$ cat src/rtl/secuenciador_registro.sv
// -----------------------------------------------------------------------------
// secuenciador_registro
//
// Test sequencer for a W-bit shift-register pair: a structural register (Qe)
// and a behavioural register (Qc). It drives the shared controls of both
// registers, waits SETTLE idle cycles after every operation so the slow
// structural output has settled, then compares Qe against Qc.
//
// Run sequence:
//   LOAD, then N_SHIFT shift-left steps, then N_SHIFT shift-right steps.
//   Each operation is followed by SETTLE WAIT cycles and one CHECK cycle.
//
// Optional feature (macro PATRON_LFSR_EN):
//   undefined : S_IN toggles on every shift step, starting at 1.
//   defined   : S_IN comes from a 16-bit Fibonacci LFSR seeded with 16'hACE1.
//
// Ports:
//   CLK       in   1  clock, all logic on posedge
//   RESET     in   1  synchronous, active-high reset
//   START     in   1  run request, sampled only in IDLE or DONE
//   SEED      in   W  parallel-load value for the run
//   Qe        in   W  structural register output
//   Qc        in   W  behavioural register output
//   MODO      out  2  00 hold, 01 shift left, 10 shift right, 11 parallel load
//   ENB       out  1  register enable, high only in an operation cycle
//   D         out  W  parallel data, holds SEED for the whole run
//   S_IN      out  1  serial input bit
//   BUSY      out  1  high from LOAD through the last CHECK
//   DONE      out  1  high in DONE until the next START or RESET
//   ERR_CNT   out  8  mismatch count, saturating at 255
//   ALERTA    out  1  one-cycle pulse after a mismatching CHECK
//   state_dbg out  3  current FSM state (debug)
// -----------------------------------------------------------------------------
module secuenciador_registro #(
   parameter int W       = 32,
   parameter int N_SHIFT = 32,
   parameter int SETTLE  = 2
) (
   input  logic         CLK,
   input  logic         RESET,
   input  logic         START,
   input  logic [W-1:0] SEED,
   input  logic [W-1:0] Qe,
   input  logic [W-1:0] Qc,
   output logic [1:0]   MODO,
   output logic         ENB,
   output logic [W-1:0] D,
   output logic         S_IN,
   output logic         BUSY,
   output logic         DONE,
   output logic [7:0]   ERR_CNT,
   output logic         ALERTA,
   output logic [2:0]   state_dbg
);

   localparam int         SW      = (SETTLE < 2) ? 1 : $clog2(SETTLE);
   localparam logic [8:0] N_LEFT  = 9'(N_SHIFT);
   localparam logic [8:0] N_TOTAL = 9'(2 * N_SHIFT);

   typedef enum logic [2:0] {
      ST_IDLE  = 3'd0,
      ST_LOAD  = 3'd1,
      ST_WAIT  = 3'd2,
      ST_CHECK = 3'd3,
      ST_SHL   = 3'd4,
      ST_SHR   = 3'd5,
      ST_DONE  = 3'd6
   } state_t;

   state_t        state, state_next;
   logic [8:0]    step_cnt, step_next;     // shift steps done in this run
   logic [SW-1:0] settle_cnt, settle_next;
   logic [1:0]    modo_next;
   logic          enb_next, sin_next, busy_next, done_next, alerta_next;
   logic [W-1:0]  d_next;
   logic [7:0]    err_next;
   logic          gen_load, gen_adv, pat_bit;

   assign state_dbg = state;

   // Serial pattern generator: reloaded on START, advanced at the end of
   // every SHL/SHR cycle. pat_bit is the bit presented in the next shift.
`ifdef PATRON_LFSR_EN
   logic [15:0] lfsr;
   logic        lfsr_fb;

   assign lfsr_fb = lfsr[0] ^ lfsr[2] ^ lfsr[3] ^ lfsr[5];
   assign pat_bit = lfsr[0];

   always_ff @(posedge CLK) begin
      if (RESET)         lfsr <= 16'h0000;
      else if (gen_load) lfsr <= 16'hACE1;
      else if (gen_adv)  lfsr <= {lfsr_fb, lfsr[15:1]};
   end
`else
   logic toggle;

   assign pat_bit = toggle;

   always_ff @(posedge CLK) begin
      if (RESET)         toggle <= 1'b0;
      else if (gen_load) toggle <= 1'b1;
      else if (gen_adv)  toggle <= ~toggle;
   end
`endif

   always_comb begin
      state_next  = state;
      step_next   = step_cnt;
      settle_next = settle_cnt;
      d_next      = D;
      err_next    = ERR_CNT;
      alerta_next = 1'b0;
      gen_load    = 1'b0;
      gen_adv     = 1'b0;
      modo_next   = 2'b00;
      enb_next    = 1'b0;
      sin_next    = 1'b0;
      busy_next   = 1'b0;
      done_next   = 1'b0;

      case (state)
         ST_IDLE, ST_DONE: begin
            if (START) begin
               state_next  = ST_LOAD;
               d_next      = SEED;
               err_next    = 8'd0;
               step_next   = 9'd0;
               settle_next = '0;
               gen_load    = 1'b1;
            end
         end
         ST_LOAD: state_next = ST_WAIT;
         ST_WAIT: begin
            if (settle_cnt == SW'(SETTLE - 1)) begin
               state_next  = ST_CHECK;
               settle_next = '0;
            end else begin
               settle_next = settle_cnt + SW'(1);
            end
         end
         ST_CHECK: begin
            if (Qe != Qc) begin
               alerta_next = 1'b1;
               if (ERR_CNT != 8'hFF) err_next = ERR_CNT + 8'd1;
            end
            if (step_cnt < N_LEFT)       state_next = ST_SHL;
            else if (step_cnt < N_TOTAL) state_next = ST_SHR;
            else                         state_next = ST_DONE;
         end
         ST_SHL, ST_SHR: begin
            state_next = ST_WAIT;
            step_next  = step_cnt + 9'd1;
            gen_adv    = 1'b1;
         end
         default: state_next = ST_IDLE;
      endcase

      // Outputs are decoded from the next state and registered, so they are
      // aligned with the state they describe.
      case (state_next)
         ST_LOAD: begin
            modo_next = 2'b11;
            enb_next  = 1'b1;
            busy_next = 1'b1;
         end
         ST_SHL: begin
            modo_next = 2'b01;
            enb_next  = 1'b1;
            sin_next  = pat_bit;
            busy_next = 1'b1;
         end
         ST_SHR: begin
            modo_next = 2'b10;
            enb_next  = 1'b1;
            sin_next  = pat_bit;
            busy_next = 1'b1;
         end
         ST_WAIT, ST_CHECK: busy_next = 1'b1;
         ST_DONE:           done_next = 1'b1;
         default:           ;
      endcase
   end

   always_ff @(posedge CLK) begin
      if (RESET) begin
         state      <= ST_IDLE;
         step_cnt   <= 9'd0;
         settle_cnt <= '0;
         MODO       <= 2'b00;
         ENB        <= 1'b0;
         D          <= '0;
         S_IN       <= 1'b0;
         BUSY       <= 1'b0;
         DONE       <= 1'b0;
         ERR_CNT    <= 8'd0;
         ALERTA     <= 1'b0;
      end else begin
         state      <= state_next;
         step_cnt   <= step_next;
         settle_cnt <= settle_next;
         MODO       <= modo_next;
         ENB        <= enb_next;
         D          <= d_next;
         S_IN       <= sin_next;
         BUSY       <= busy_next;
         DONE       <= done_next;
         ERR_CNT    <= err_next;
         ALERTA     <= alerta_next;
      end
   end

endmodule

$ cat config.mk
export PLATFORM = sky130hd
export DESIGN_NAME = secuenciador_registro
export DESIGN_NICKNAME = d
export VERILOG_FILES = /design/src/rtl/secuenciador_registro.sv
export SDC_FILE = /design/constraint.sdc
export NUM_CORES = 1
export LEC_CHECK = 0
export ABC_AREA = 1
export CAP_MARGIN = 40
export CORE_MARGIN = 2
export CORE_UTILIZATION = 40
export CTS_CLUSTER_DIAMETER = 60
export CTS_CLUSTER_SIZE = 24
export DETAILED_ROUTE_END_ITERATION = 7
export GPL_TIMING_DRIVEN = 0
export PLACE_DENSITY = 0.81
export SYNTH_ARGS = -nofsm -noshare
export SYNTH_HDL_FRONTEND = slang
export SYNTH_SLANG_ARGS = --single-unit
$ cat constraint.sdc
create_clock -name CLK -period 1.8 [get_ports CLK]
set_input_delay 0.54 -clock CLK [delete_from_list [all_inputs] [get_ports CLK]]
set_output_delay 0.54 -clock CLK [all_outputs]
set_load 0.02 [all_outputs]
After elaboration in Yosys (flattened, before gate mapping)
Index checks and enable logic that the tools add are counted.

word-level totals
  bits in registers = 61
  bits in latches = 0
  memory bits (writable) = 0
  ROM bits = 0
  output and inout port bits = 50
  word-level logic and storage cells = 78
  memories = 0

cells by class
  add/subtract/negate cells = 3
  multiply operators = 0
  div/mod/pow operators = 0
  order comparisons = 2
  eq/ne operators = 17
  shift operators = 0
  multiplexer cells = 24
  bitwise gates (word level) = 3
  reduce and logical (&&, ||, !) cells = 17

operators with widths
  kind                 number
  $ne 32x32->1         1
  $mux 8               3
  $eq 3x3->1 const B   6
  $pmux 9 s2           1
  $pmux 8 s2           1
  $eq 3x2->1 const B   4
  $pmux 3 s4           1
  $mux 1               11
  $reduce_or 2->1      5
  $add 9x1->9 const B  1
  $lt 9x6->1 const B   1
  $lt 9x7->1 const B   1
  $mux 9               1
  $add 8x1->8 const B  1
  $ne 8x8->1 const B   1
  $reduce_bool 2->1    4
  $eq 3x1->1 const B   2
  $mux 3               2
  $ne 2x2->1 const B   3
  $pmux 2 s3           1
  $reduce_and 2->1     3
  $reduce_or 3->1      2
  $reduce_or 5->1      1
  $mux 2               2
  5 further kinds      7

Longest topological paths before layout
Gate-level depths: netlist (run 1).

  word-level depth = 8
  mapped depth = 13

Least setup slack after synthesis (run 1)
OpenSTA, ideal clock, no wires.

  path kind = reg2reg
  from = reg state[0], in the netlist state_dbg[0]
  to = reg MODO[1]
  library setup time = 0.122 ns
  data arrival time = 1.560 ns
  setup slack = 0.118 ns
  stages on the path, launching flop included = 9
  clock period less this slack = 1.682 ns
  cells stage by stage = dfxtp_1 > inv_2 > nor3_4 > o21ai_0 > nand4_1 > inv_1 > ha_1 > nor2_1 > a211oi_1

on the way
  longest elaborated chain between the ends = 5
  elaborated cells between the ends (all ways) = 16
  classes of those cells = 9 x eq/ne; 4 x mux; 3 x reduce/logical

ends and longest elaborated chain
  item                                                                        line  RTL
  start, declared                                                             70    state_t state, state_next;
  start signal, assigned                                                      199   state <= state_next;
  $eq 3x3->1, or another cell as far along                                    122   case (state)
  $reduce_or 3->1 (no source line) / $reduce_or 2->1 (equally long branches)  -
  $pmux 3 s4 *                                                                122
  $eq 3x3->1 / $eq 3x1->1 (equally long branches)                             161   case (state_next)
  $pmux 2 s3 *                                                                161
  end signal, assigned                                                        202   MODO <= modo_next;
  end, declared                                                               45    output logic [1:0] MODO,

Mark *: on every way between the ends. The rest lies on a longest branch, timed or not.
A chain may end at the register's enable or synchronous reset.

Worst setup path in the final report (run 1)
  from = reg state[2], in the netlist state_dbg[2]
  to = out state_dbg[2]

RTL lines
  item           line  RTL
  end, declared  53    output logic [2:0] state_dbg

No word-level cell between the ends.

==> results of run 1 <==
-- cell families (layout without fill, tap and decap cells) --
| kind of cell | Yosys count | in the layout | share of synthesized area |
|---|---|---|---|
| xor+xnor | 27 | 27 | 0.0815 |
| fa+ha+maj | 3 | 3 | 0.0129 |
| flops | 61 | 61 | 0.421 |
| compound gates | 67 | 67 | 0.124 |
| buf+inv | 50 | 221 | 0.0741 |
| simple gates | 199 | 199 | 0.287 |
-- worst max-delay path by stage --
stage	end	start	slack, ns	cells past startpoint
after floorplan	MODO[1]	state_dbg[0]	0.12	8
after CTS	ALERTA	ALERTA	0.005	1
after global placement	ERR_CNT[7]	Qc[18]	-0.36	11
after detailed placement	ERR_CNT[7]	Qc[18]	-0.39	11
final	state_dbg[2]	state_dbg[2]	0.08	1
after global routing	ERR_CNT[1]	Qe[21]	-0.03	12
-- where the power goes --
part / switching [mW] / internal, mW / total, mW
logic: 0.448 / 0.415 / 0.863
clock network: 0.525 / 0.702 / 1.23
registers: 0.0489 / 1.45 / 1.50
-- flip-flops by register name (all words and copies together), names as in the netlist --
name	flops
ALERTA	1
S_IN	1
state_dbg	3
ENB	1
DONE	1
step_cnt	9
BUSY	1
pat_bit	1
MODO	2
settle_cnt	1
ERR_CNT	8
D	32
-- per-stage QoR --
stage / hold WS, ns / utilization / TNS, ns / cells
CTS: 0.398 / 0.656 / 0 / 673
global placement: 0.433 / 0.630 / -4.66 / 653
floorplan: 0.422 / - / 0 / 407
global route: 0.417 / 0.687 / -0.0757 / 677
detailed placement: 0.440 / 0.630 / -5.31 / 653
finish: 0.417 / 0.687 / 0 / 677
-- final cells by class --
class,count,area (um^2)
Multi-Input combinational cell,296,1510
Timing Repair Buffer,156,1640
Clock buffer,11,151
Buffer,14,80.1
Fill cell,581,2240
Sequential cell,61,1220
Tap cell,99,124
Inverter,36,135
Clock inverter,4,47.5
-- timing repair --
action | CTS | global route
pin swaps | 2 | 56
setup buffers | 5 | 4
resized for setup | 51 | 70
endpoints found under the setup margin | 53 | 12
-- layer usage --
| layer | up-vias | part of all wire |
|---|---|---|
| li1 | 1632 | - |
| met1 | 1444 | 0.39 |
| met2 | 89 | 0.53 |
| met3 | 21 | 0.059 |
| met4 | 0 | 0.019 |
| met5 | - | 0 |
-- layout by cell type, fill, tap and decap left out, drive strengths merged, types with 2 or more instances in the layout --
cell type	n
nor2	98
nand2	72
dfxtp	61
dlymetal6s2s	59
dlygate4sd2	49
clkdlybuf4s50	39
o21ai	39
inv	36
xnor2	27
a21oi	21
nand3	18
clkbuf	18
buf	16
nand4	3
a211oi	3
ha	3
nor3	3
and3	3
a311oi	2
clkinv	2
==> results.py, run 1 <==
metrics = {
    "global_routing": {
        "grt_overflow_total": 0,
        "antenna_found_initial": 0,
        "grt_max_degree": 11,
        "global_route.usage.total": 0.209,
        "grt_use_met2": 0.370,
        "grt_pass1_vias": 2937,
        "global_route.peak_usage_layer": "met2",
        "grt_use_met3": 0.0563,
        "global_route.usage.met1": 0.242,
        "wire_length_of_the_first_global_routing_pass_um": 12900,
    },
    "clock_tree": {
        "cts-root-to-sink-buffers": 2,
        "cts-buffers-inserted": 9,
        "clock_tree_from_tritoncts": "built",
        "clock_transition_at_path_regs_ns": 0.07,
        "htree_levels": 3,
        "cts.hold.buffers_added": 0,
        "clock_latency_ns": 0.34,
        "cts.sinks": 61,
        "clockRootBuffer": "clkbuf_8",
    },
    "critical_path": {
        "r2r_start": "ERR_CNT[1]",
        "category_of_cells_accounting_for_the_largest_share_of_critical_path_delay": "flip-flops",
        "arrival_time_of_the_worst_setup_path_ns": 1.18,
        "standard_cell_with_the_maximum_stage_delay_on_the_critical_path": "dfxtp_1",
        "cp-start-kind": "flop",
        "worst-setup-path-type": "reg -> out",
        "critical_path.cell_chain": "dlygate4sd2_1",
        "critPathMaxFanout": 6,
        "reg2reg_slack_ns": 0.13,
        "critPathMaxStageDelay_ns": 0.46,
        "timing.critical_path.to_type": "primary output",
        "rr_endpoint": "ERR_CNT[1]",
        "critPathBufInv": 1,
        "reg2reg_path_depth": 8,
        "worst-endpoint-required_ns": 1.26,
    },
    "final_layout": {
        "final_layout_size_suffix_gt1_frac": 0.0900,
        "finish.instance_area_mm2": 0.00490,
        "finalNetCount": 676,
        "areaGrowthSynthToFinish_pct": 68.8,
        "n_antenna_cell": 0,
    },
    "sta": {
        "grt_setup_unrepaired": "true",
        "post-route-period-util": 0.954,
        "final_critical_path_setup_slack_ns": 0.0832,
        "maxSlewViolCount": 0,
        "finish_stage_setup_viols": 0,
        "transition_at_the_pin_with_the_smallest_max_transition_slack_ns": 0.544,
        "report.final.hold_viol_count": 0,
        "maximum_frequency_from_static_timing_analysis_mhz": 582,
        "final.min_clock_period_ns": 1.72,
        "slew_headroom": 0.638,
        "finalClockSkew_ns": 0.00812,
    },
    "drt": {
        "drt_iter0_drc": 211,
        "drt_pre_antenna_iters": 4,
        "average_wire_per_standard_cell_um": 13.3,
        "routed-via-count": 3186,
        "drc": 0,
        "route.final.wire_length_um": 9030,
        "routed_via_density": 4.71,
        "drtAntennaViolNets": 0,
    },
    "placement": {
        "portBuffers": 147,
        "placed_cell_area_mm2": 0.00450,
        "routabilityCongestion": 0.873,
        "place_hpwl_um": 6580,
        "place_ws_ns": -0.386,
    },
    "min_path": {
        "hold_path_end": "BUSY",
        "worstHoldStart": "RESET",
        "min_delay_path_depth": 2,
        "min-delay-path-class": "in -> reg",
    },
    "floorplan": {
        "dieWidth_um": 89.2,
        "placement_rows": 31,
        "fp.coreArea_mm2": 0.00714,
        "floorplan.initialDensity": 0.407,
        "count_of_pins_on_the_block_boundary": 149,
        "die_area_mm2": 0.00795,
        "floorplan.die.height_um": 89.2,
    },
    "flow_run": {
        "max_cap_viol_count": 0,
    },
    "yosys": {
        "yosys.cell_count.top_type": "nor2_1",
        "synth.largest_area_cell": "dfxtp_1",
        "synth_top_area_share": 0.421,
        "synthesized_flop_and_latch_total": 61,
        "netlist_area_mm2": 0.00290,
        "synth.net_count": 509,
        "edff_count_synth": 0,
        "synthFlopType": "dfxtp_1",
        "synth_cells": 407,
        "sequential_to_total_area_share_from_yosys_stat": 0.421,
        "synth.top_cells.by_count": "98 x nor2_1, 68 x nand2_1, 61 x dfxtp_1",
        "synth.distinct_cells": 27,
        "synthesis.yosys.warnings": 0,
        "synth.area.top_cells": "dfxtp_1 42%, nor2_1 13%, nand2_1 8.8%",
        "async_flop_share": 0,
        "synth_area_per_cell_um2": 7.13,
    },
    "pwr": {
        "irDropWorstVdd_v": 0.000535,
        "leakagePower_nw": 2.65,
        "power-per-cell-area_mw_per_mm2": 732,
        "power_mw": 3.59,
    },
    "run_status": {
        "run_status": "finished, final reports clean",
    },
}
No activity file was read; power rests on OpenSTA's default activity.
==> run 2, diff against run 1 <==
--- a/config.mk
+++ b/config.mk
@@ -8,12 +8,12 @@
 export ABC_AREA = 1
 export CAP_MARGIN = 40
 export CORE_MARGIN = 2
-export CORE_UTILIZATION = 40
+export CORE_UTILIZATION = 36
 export CTS_CLUSTER_DIAMETER = 60
 export CTS_CLUSTER_SIZE = 24
 export DETAILED_ROUTE_END_ITERATION = 7
 export GPL_TIMING_DRIVEN = 0
-export PLACE_DENSITY = 0.81
+export PLACE_DENSITY = 0.77
 export SYNTH_ARGS = -nofsm -noshare
 export SYNTH_HDL_FRONTEND = slang
 export SYNTH_SLANG_ARGS = --single-unit
==> constraint.sdc (replaced) <==
create_clock -name CLK -period 1.44 [get_ports CLK]
set_input_delay 0.432 -clock CLK [delete_from_list [all_inputs] [get_ports CLK]]
set_output_delay 0.432 -clock CLK [all_outputs]
set_load 0.02 [all_outputs]
==> run 2 against run 1 <==
Highest routed layer unchanged. Non-clock buffer count up 9. Cell count increased by 1.9%. Global-route usage is 1.4 points lower. Setup slack got worse by 0.14 ns. Cell area grew 0.38%. The flow now finishes with violations (setup timing). Critical path type is now reg -> reg.
==> results.py, run 2 (synthesized netlist as in run 1, its figures left out) <==
metrics = {
    "final_layout": {
        "areaGrowthSynthToFinish_pct": 69.5,
        "fillerInstances": 675,
        "instances_no_fill": 690,
        "area_of_the_multi_input_gates_mm2": 0.00168,
        "area_taken_by_flip_flops_and_latches_mm2": 0.00125,
        "largest_register_ffs": 32,
        "n_antenna_cell": 0,
        "finalNetCount": 685,
        "largest_registers": "D: 32 flops, step_cnt: 9 flops, ERR_CNT: 8 flops",
        "final_layout_size_suffix_gt1_frac": 0.253,
        "layout_commonest_cell": "nor2_1",
        "regMostFlops": "D",
        "layout_common_cells": "85 x nor2_1, 61 x nand2_1, 51 x dfxtp_1",
    },
    "critical_path": {
        "reg2reg_path_depth": 9,
        "rr_endpoint": "ERR_CNT[7]",
        "r2r_start": "ERR_CNT[1]",
        "critical_path.most_common_cell": "nor2_2",
        "standard_cell_with_the_maximum_stage_delay_on_the_critical_path": "dfxtp_4",
        "worst-endpoint-required_ns": 1.68,
        "reg2reg_slack_ns": -0.06,
        "critPathMaxFanout": 5,
        "critPathMaxStageDelay_ns": 0.38,
        "timing.critical_path.to_type": "flop",
        "arrival_time_of_the_worst_setup_path_ns": 1.74,
        "critical_path.cell_chain": "ha_4 > nand4_1 > nor2_2 > a31oi_4 > nand2_4 > buf_12 > nand3_2 > nand2_2 > nor2_2",
        "cp-start-kind": "flop",
        "worst-setup-path-type": "reg -> reg",
    },
    "drt": {
        "drc": 0,
        "routed-via-count": 3244,
        "route.final.wire_length_um": 9220,
        "drtAntennaViolNets": 0,
        "drt_iter0_drc": 145,
        "drt_pre_antenna_iters": 4,
        "average_wire_per_standard_cell_um": 13.4,
        "routed_via_density": 4.70,
    },
    "min_path": {
        "min_delay_path_depth": 2,
        "min-delay-path-class": "in -> reg",
        "worstHoldStart": "RESET",
        "hold_path_end": "ERR_CNT[1]",
    },
    "sta": {
        "maximum_frequency_from_static_timing_analysis_mhz": 667,
        "final_critical_path_setup_slack_ns": -0.0601,
        "finalClockSkew_ns": 0.00910,
        "maxSlewViolCount": 0,
        "final.min_clock_period_ns": 1.50,
        "finish_stage_setup_viols": 11,
        "grt_setup_unrepaired": "true",
        "transition_at_the_pin_with_the_smallest_max_transition_slack_ns": 0.519,
        "slew_headroom": 0.654,
        "report.final.hold_viol_count": 0,
        "post-route-period-util": 1.04,
    },
    "global_routing": {
        "antenna_found_initial": 0,
        "grt_pass1_vias": 2955,
        "grt_overflow_total": 0,
        "global_route.usage.total": 0.195,
        "grt_use_met3": 0.0441,
        "grt_max_degree": 11,
        "global_route.peak_usage_layer": "met2",
        "wire_length_of_the_first_global_routing_pass_um": 13500,
        "grt_use_met2": 0.342,
        "global_route.usage.met1": 0.234,
    },
    "placement": {
        "place.detailed.instances": 656,
        "place_hpwl_um": 6610,
        "routabilityCongestion": 0.824,
        "portBuffers": 147,
        "place_ws_ns": -0.620,
    },
    "clock_tree": {
        "clockRootBuffer": "clkbuf_8",
        "clock_tree_from_tritoncts": "built",
        "cts-buffers-inserted": 9,
        "clock_transition_at_path_regs_ns": 0.07,
        "clock_latency_ns": 0.34,
        "htree_levels": 3,
        "cts-root-to-sink-buffers": 2,
        "cts.sinks": 61,
    },
    "floorplan": {
        "die_area_mm2": 0.00880,
        "floorplan.die.height_um": 93.8,
        "fp.coreArea_mm2": 0.00777,
        "count_of_pins_on_the_block_boundary": 149,
        "floorplan.initialDensity": 0.374,
        "placement_rows": 32,
        "dieWidth_um": 93.8,
    },
    "run_status": {
        "failed_checks": "setup timing",
        "run_status": "finished with violations",
    },
    "pwr": {
        "power-per-cell-area_mw_per_mm2": 944,
        "leakagePower_nw": 2.13,
        "irDropWorstVdd_v": 0.000553,
    },
    "flow_run": {
        "max_cap_viol_count": 0,
    },
}
==> run 2: changes by cell type in the layout (fill, tap and decap cells not counted), moves of 12 or more <==
cell,delta
buf_4,+12
clkbuf_2,+27
clkdlybuf4s15_1,+34
dlymetal6s2s_1,-58
o21ai_0,-13
o21ai_1,+12
==> run 2: per-stage QoR <==
step | setup TNS [ns] | power, mW | hold slack (ns) | area [um^2] | utilization
after floorplan | -0.0290 | 2.47 | 0.422 | 2970 | -
after global placement | -18.45 | 3.05 | 0.441 | 4560 | 0.588
after detailed placement | -19.50 | 3.08 | 0.450 | 4560 | 0.588
after CTS | -0.0932 | 4.64 | 0.305 | 4810 | 0.620
after global routing | -2.39 | 4.88 | 0.327 | 4920 | 0.633
final | -0.372 | 4.65 | 0.319 | 4920 | 0.633
==> run 2: how the worst max path moves through the flow <==
stage,startpoint,endpoint,slack [ns],cells after the start
finish,ERR_CNT[1],ERR_CNT[7],-0.06,9
global route,ERR_CNT[1],ERR_CNT[7],-0.16,9
CTS,ERR_CNT[1],ERR_CNT[7],-0.05,8
detailed placement,Qc[15],ERR_CNT[7],-0.62,11
global placement,Qc[15],ERR_CNT[4],-0.61,12
floorplan,state_dbg[1],ERR_CNT[7],-0.01,8
==> run 2: layer usage <==
metal	share of wire	wire length, um
met4	0.0097	89
met5	0	0
met2	0.52	4780
met3	0.053	493
met1	0.42	3850
==> run 2: report_power, final <==
| group | internal, mW | switching, mW | leakage [nW] | total (mW) |
|---|---|---|---|---|
| Clock | 1.00 | 0.662 | 0.108 | 1.66 |
| Combinational | 0.519 | 0.592 | 1.51 | 1.11 |
| Sequential | 1.80 | 0.0672 | 0.507 | 1.87 |
==> run 2: critical path, delay by kind of cell, from the launching register on <==
kind / cells / cell delay [ns]
compound gates: 1 / 0.12
simple gates: 6 / 0.62
flops: 1 / 0.38
buf+inv: 1 / 0.13
fa+ha+maj: 1 / 0.14
==> run 2: cell type report <==
cell class                 count  area share
timing repair buffer         165       0.286
inverter                      36      0.0290
clock inverter                 2     0.00763
tap                          102      0.0259
multi-input combinational    296       0.341
clock buffer                  14      0.0374
buffer                        14      0.0198
sequential                    61       0.253
==> run 2: timing repair <==
| action | CTS | global route |
|---|---|---|
| gates resized for setup | 193 | 123 |
| pin swaps | 54 | 51 |
| setup buffers | 11 | 7 |
| hold buffers | 0 | 0 |
| endpoints found under the setup margin | 90 | 84 |
| gates cloned | 0 | 0 |
==> run 3, diff against run 2 <==
--- a/config.mk
+++ b/config.mk
@@ -7,7 +7,6 @@
 export LEC_CHECK = 0
 export ABC_AREA = 1
 export CAP_MARGIN = 40
-export CORE_MARGIN = 2
 export CORE_UTILIZATION = 36
 export CTS_CLUSTER_DIAMETER = 60
 export CTS_CLUSTER_SIZE = 24
==> run 3 against run 2 <==
Largest cell class unchanged. Maximum frequency decreased by 1.5%. Critical path type unchanged. Cell count unchanged. Wire length down 2.5%. The flow still finishes with violations (setup timing). Utilization fell by 1.3 points.
==> results.py, run 3 (synthesized netlist as in run 1, its figures left out) <==
metrics = {
    "final_layout": {
        "final_layout_size_suffix_gt1_frac": 0.260,
        "fillerInstances": 700,
        "layout_commonest_cell": "nor2_1",
        "finalNetCount": 685,
        "largest_registers": "D: 32 flops, step_cnt: 9 flops, ERR_CNT: 8 flops",
        "postLayoutCoreUtil": 0.620,
        "areaGrowthSynthToFinish_pct": 66.0,
        "layout_common_cells": "83 x nor2_1, 67 x dlygate4sd2_1, 60 x nand2_1",
        "regMostFlops": "D",
        "largest_register_ffs": 32,
        "n_antenna_cell": 0,
    },
    "min_path": {
        "min-delay-path-class": "in -> reg",
        "min_delay_path_depth": 2,
    },
    "drt": {
        "drtAntennaViolNets": 0,
        "drt_iter0_drc": 126,
        "routed_via_density": 4.59,
        "routed-via-count": 3170,
        "average_wire_per_standard_cell_um": 13.0,
        "drt_pre_antenna_iters": 4,
        "route.final.wire_length_um": 8980,
        "drc": 0,
    },
    "sta": {
        "maxSlewViolCount": 0,
        "post-route-period-util": 1.06,
        "maximum_frequency_from_static_timing_analysis_mhz": 656,
        "slew_headroom": 0.663,
        "finish_stage_setup_viols": 15,
        "final.min_clock_period_ns": 1.52,
        "setup_tns_ns": -0.608,
        "grt_setup_unrepaired": "true",
        "report.final.hold_viol_count": 0,
        "transition_at_the_pin_with_the_smallest_max_transition_slack_ns": 0.505,
        "final_critical_path_setup_slack_ns": -0.0833,
        "finalClockSkew_ns": 0.00735,
    },
    "global_routing": {
        "wire_length_of_the_first_global_routing_pass_um": 14200,
        "antenna_found_initial": 0,
        "grt_max_degree": 11,
        "global_route.usage.total": 0.214,
        "grt_overflow_total": 0,
        "grt_pass1_vias": 3005,
    },
    "clock_tree": {
        "cts.hold.buffers_added": 0,
        "cts-root-to-sink-buffers": 2,
        "cts-buffers-inserted": 9,
        "cts.sinks": 61,
        "clockRootBuffer": "clkbuf_8",
        "clock_transition_at_path_regs_ns": 0.07,
        "clock_tree_from_tritoncts": "built",
        "clock_latency_ns": 0.33,
        "htree_levels": 3,
    },
    "placement": {
        "portBuffers": 147,
        "place_hpwl_um": 6600,
        "routabilityCongestion": 0.859,
    },
    "critical_path": {
        "category_of_cells_accounting_for_the_largest_share_of_critical_path_delay": "simple AND/OR/NAND/NOR gates",
        "critPathMaxFanout": 8,
        "timing.critical_path.to_type": "flop",
        "critical_path_cell_count": 8,
        "cp-startpoint": "state_dbg[1]",
        "standard_cell_with_the_maximum_stage_delay_on_the_critical_path": "dfxtp_4",
        "rr_endpoint": "ERR_CNT[7]",
        "reg2reg_slack_ns": -0.08,
        "worst_setup_path_endpoint": "ERR_CNT[7]",
        "critPathMaxStageDelay_ns": 0.37,
        "cp-start-kind": "flop",
        "worst-setup-path-type": "reg -> reg",
        "arrival_time_of_the_worst_setup_path_ns": 1.76,
        "critical_path.cell_chain": "inv_4 > nor3_4 > inv_2 > a31oi_4 > nand2_4 > nand2_8 > and2_4 > nor2_2",
        "critPathBufInv": 2,
        "reg2reg_path_depth": 8,
        "worst-endpoint-required_ns": 1.68,
        "r2r_start": "state_dbg[1]",
    },
    "run_status": {
        "failed_checks": "setup timing",
        "run_status": "finished with violations",
    },
    "floorplan": {
        "placement_rows": 32,
        "floorplan.die.height_um": 91.8,
        "floorplan.initialDensity": 0.374,
        "die_area_mm2": 0.00843,
        "count_of_pins_on_the_block_boundary": 149,
        "dieWidth_um": 91.8,
        "fp.coreArea_mm2": 0.00777,
    },
    "flow_run": {
        "max_cap_viol_count": 0,
    },
    "pwr": {
        "irDropWorstVdd_v": 0.000553,
        "leakagePower_nw": 2.15,
        "power-per-cell-area_mw_per_mm2": 908,
    },
}
run 3: changes by cell type in the layout (fill, tap and decap cells not counted), moves of 4 or more:
cell / delta
clkinv_2: +4
clkdlybuf4s15_1: -30
a21oi_1: +4
a21oi_2: -4
o21ai_0: -5
clkbuf_2: +4
dlygate4sd2_1: +28
run 3: repair_timing:
item,CTS,global route
setup endpoints to repair,90,90
setup buffers,12,6
pin swaps,59,30
resized for setup,188,110
run 3: worst reg2reg max path, stage by stage (launching register included):
cell     delay, ns
dfxtp_4       0.37
inv_4         0.05
nor3_4        0.30
inv_2         0.09
a31oi_4       0.19
nand2_4       0.14
nand2_8       0.11
and2_4        0.14
nor2_2        0.03
run 3: how the worst min path moves through the flow:
| stage | slack, ns | start | end |
|---|---|---|---|
| after global placement | 0.44 | pat_bit | S_IN |
| after detailed placement | 0.45 | pat_bit | S_IN |
| after global routing | 0.31 | RESET | ERR_CNT[1] |
| after CTS | 0.31 | RESET | ERR_CNT[1] |
| after floorplan | 0.42 | pat_bit | S_IN |
| final | 0.33 | RESET | ERR_CNT[1] |
run 3: where the power goes:
part / switching (mW) / leakage, nW / total (mW) / internal (mW)
sequential: 0.0668 / 0.507 / 1.87 / 1.80
clock: 0.654 / 0.101 / 1.42 / 0.765
combinational: 0.587 / 1.54 / 1.09 / 0.498
run 3: stage by stage:
step	cells	power, mW	cell area, um^2	hold WS (ns)	setup slack [ns]
3_3_place_gp	656	3.05	4560	0.439	-0.607
5_1_grt	690	4.62	4820	0.314	-0.153
3_5_place_dp	656	3.08	4560	0.454	-0.634
2_1_floorplan	407	2.47	2970	0.422	-0.0148
4_1_cts	684	4.38	4790	0.305	-0.0569
6_report	690	4.38	4820	0.331	-0.0833
run 3: routing by layer:
| layer | GRT usage | wire (um) |
|---|---|---|
| met1 | 0.261 | 3820 |
| met2 | 0.363 | 4670 |
| met3 | 0.0572 | 415 |
| met4 | 0.0716 | 73 |
| met5 | 0 | 0 |
run 3: layout make-up:
class,instances,area [um^2],area share
buffer,14,101,0.0210
clock buffer,12,166,0.0345
clock inverter,4,20.0,0.00415
inverter,36,140,0.0291
multi-input combinational,296,1690,0.350
sequential,61,1250,0.259
tap,102,128,0.0265
timing repair buffer,165,1330,0.276
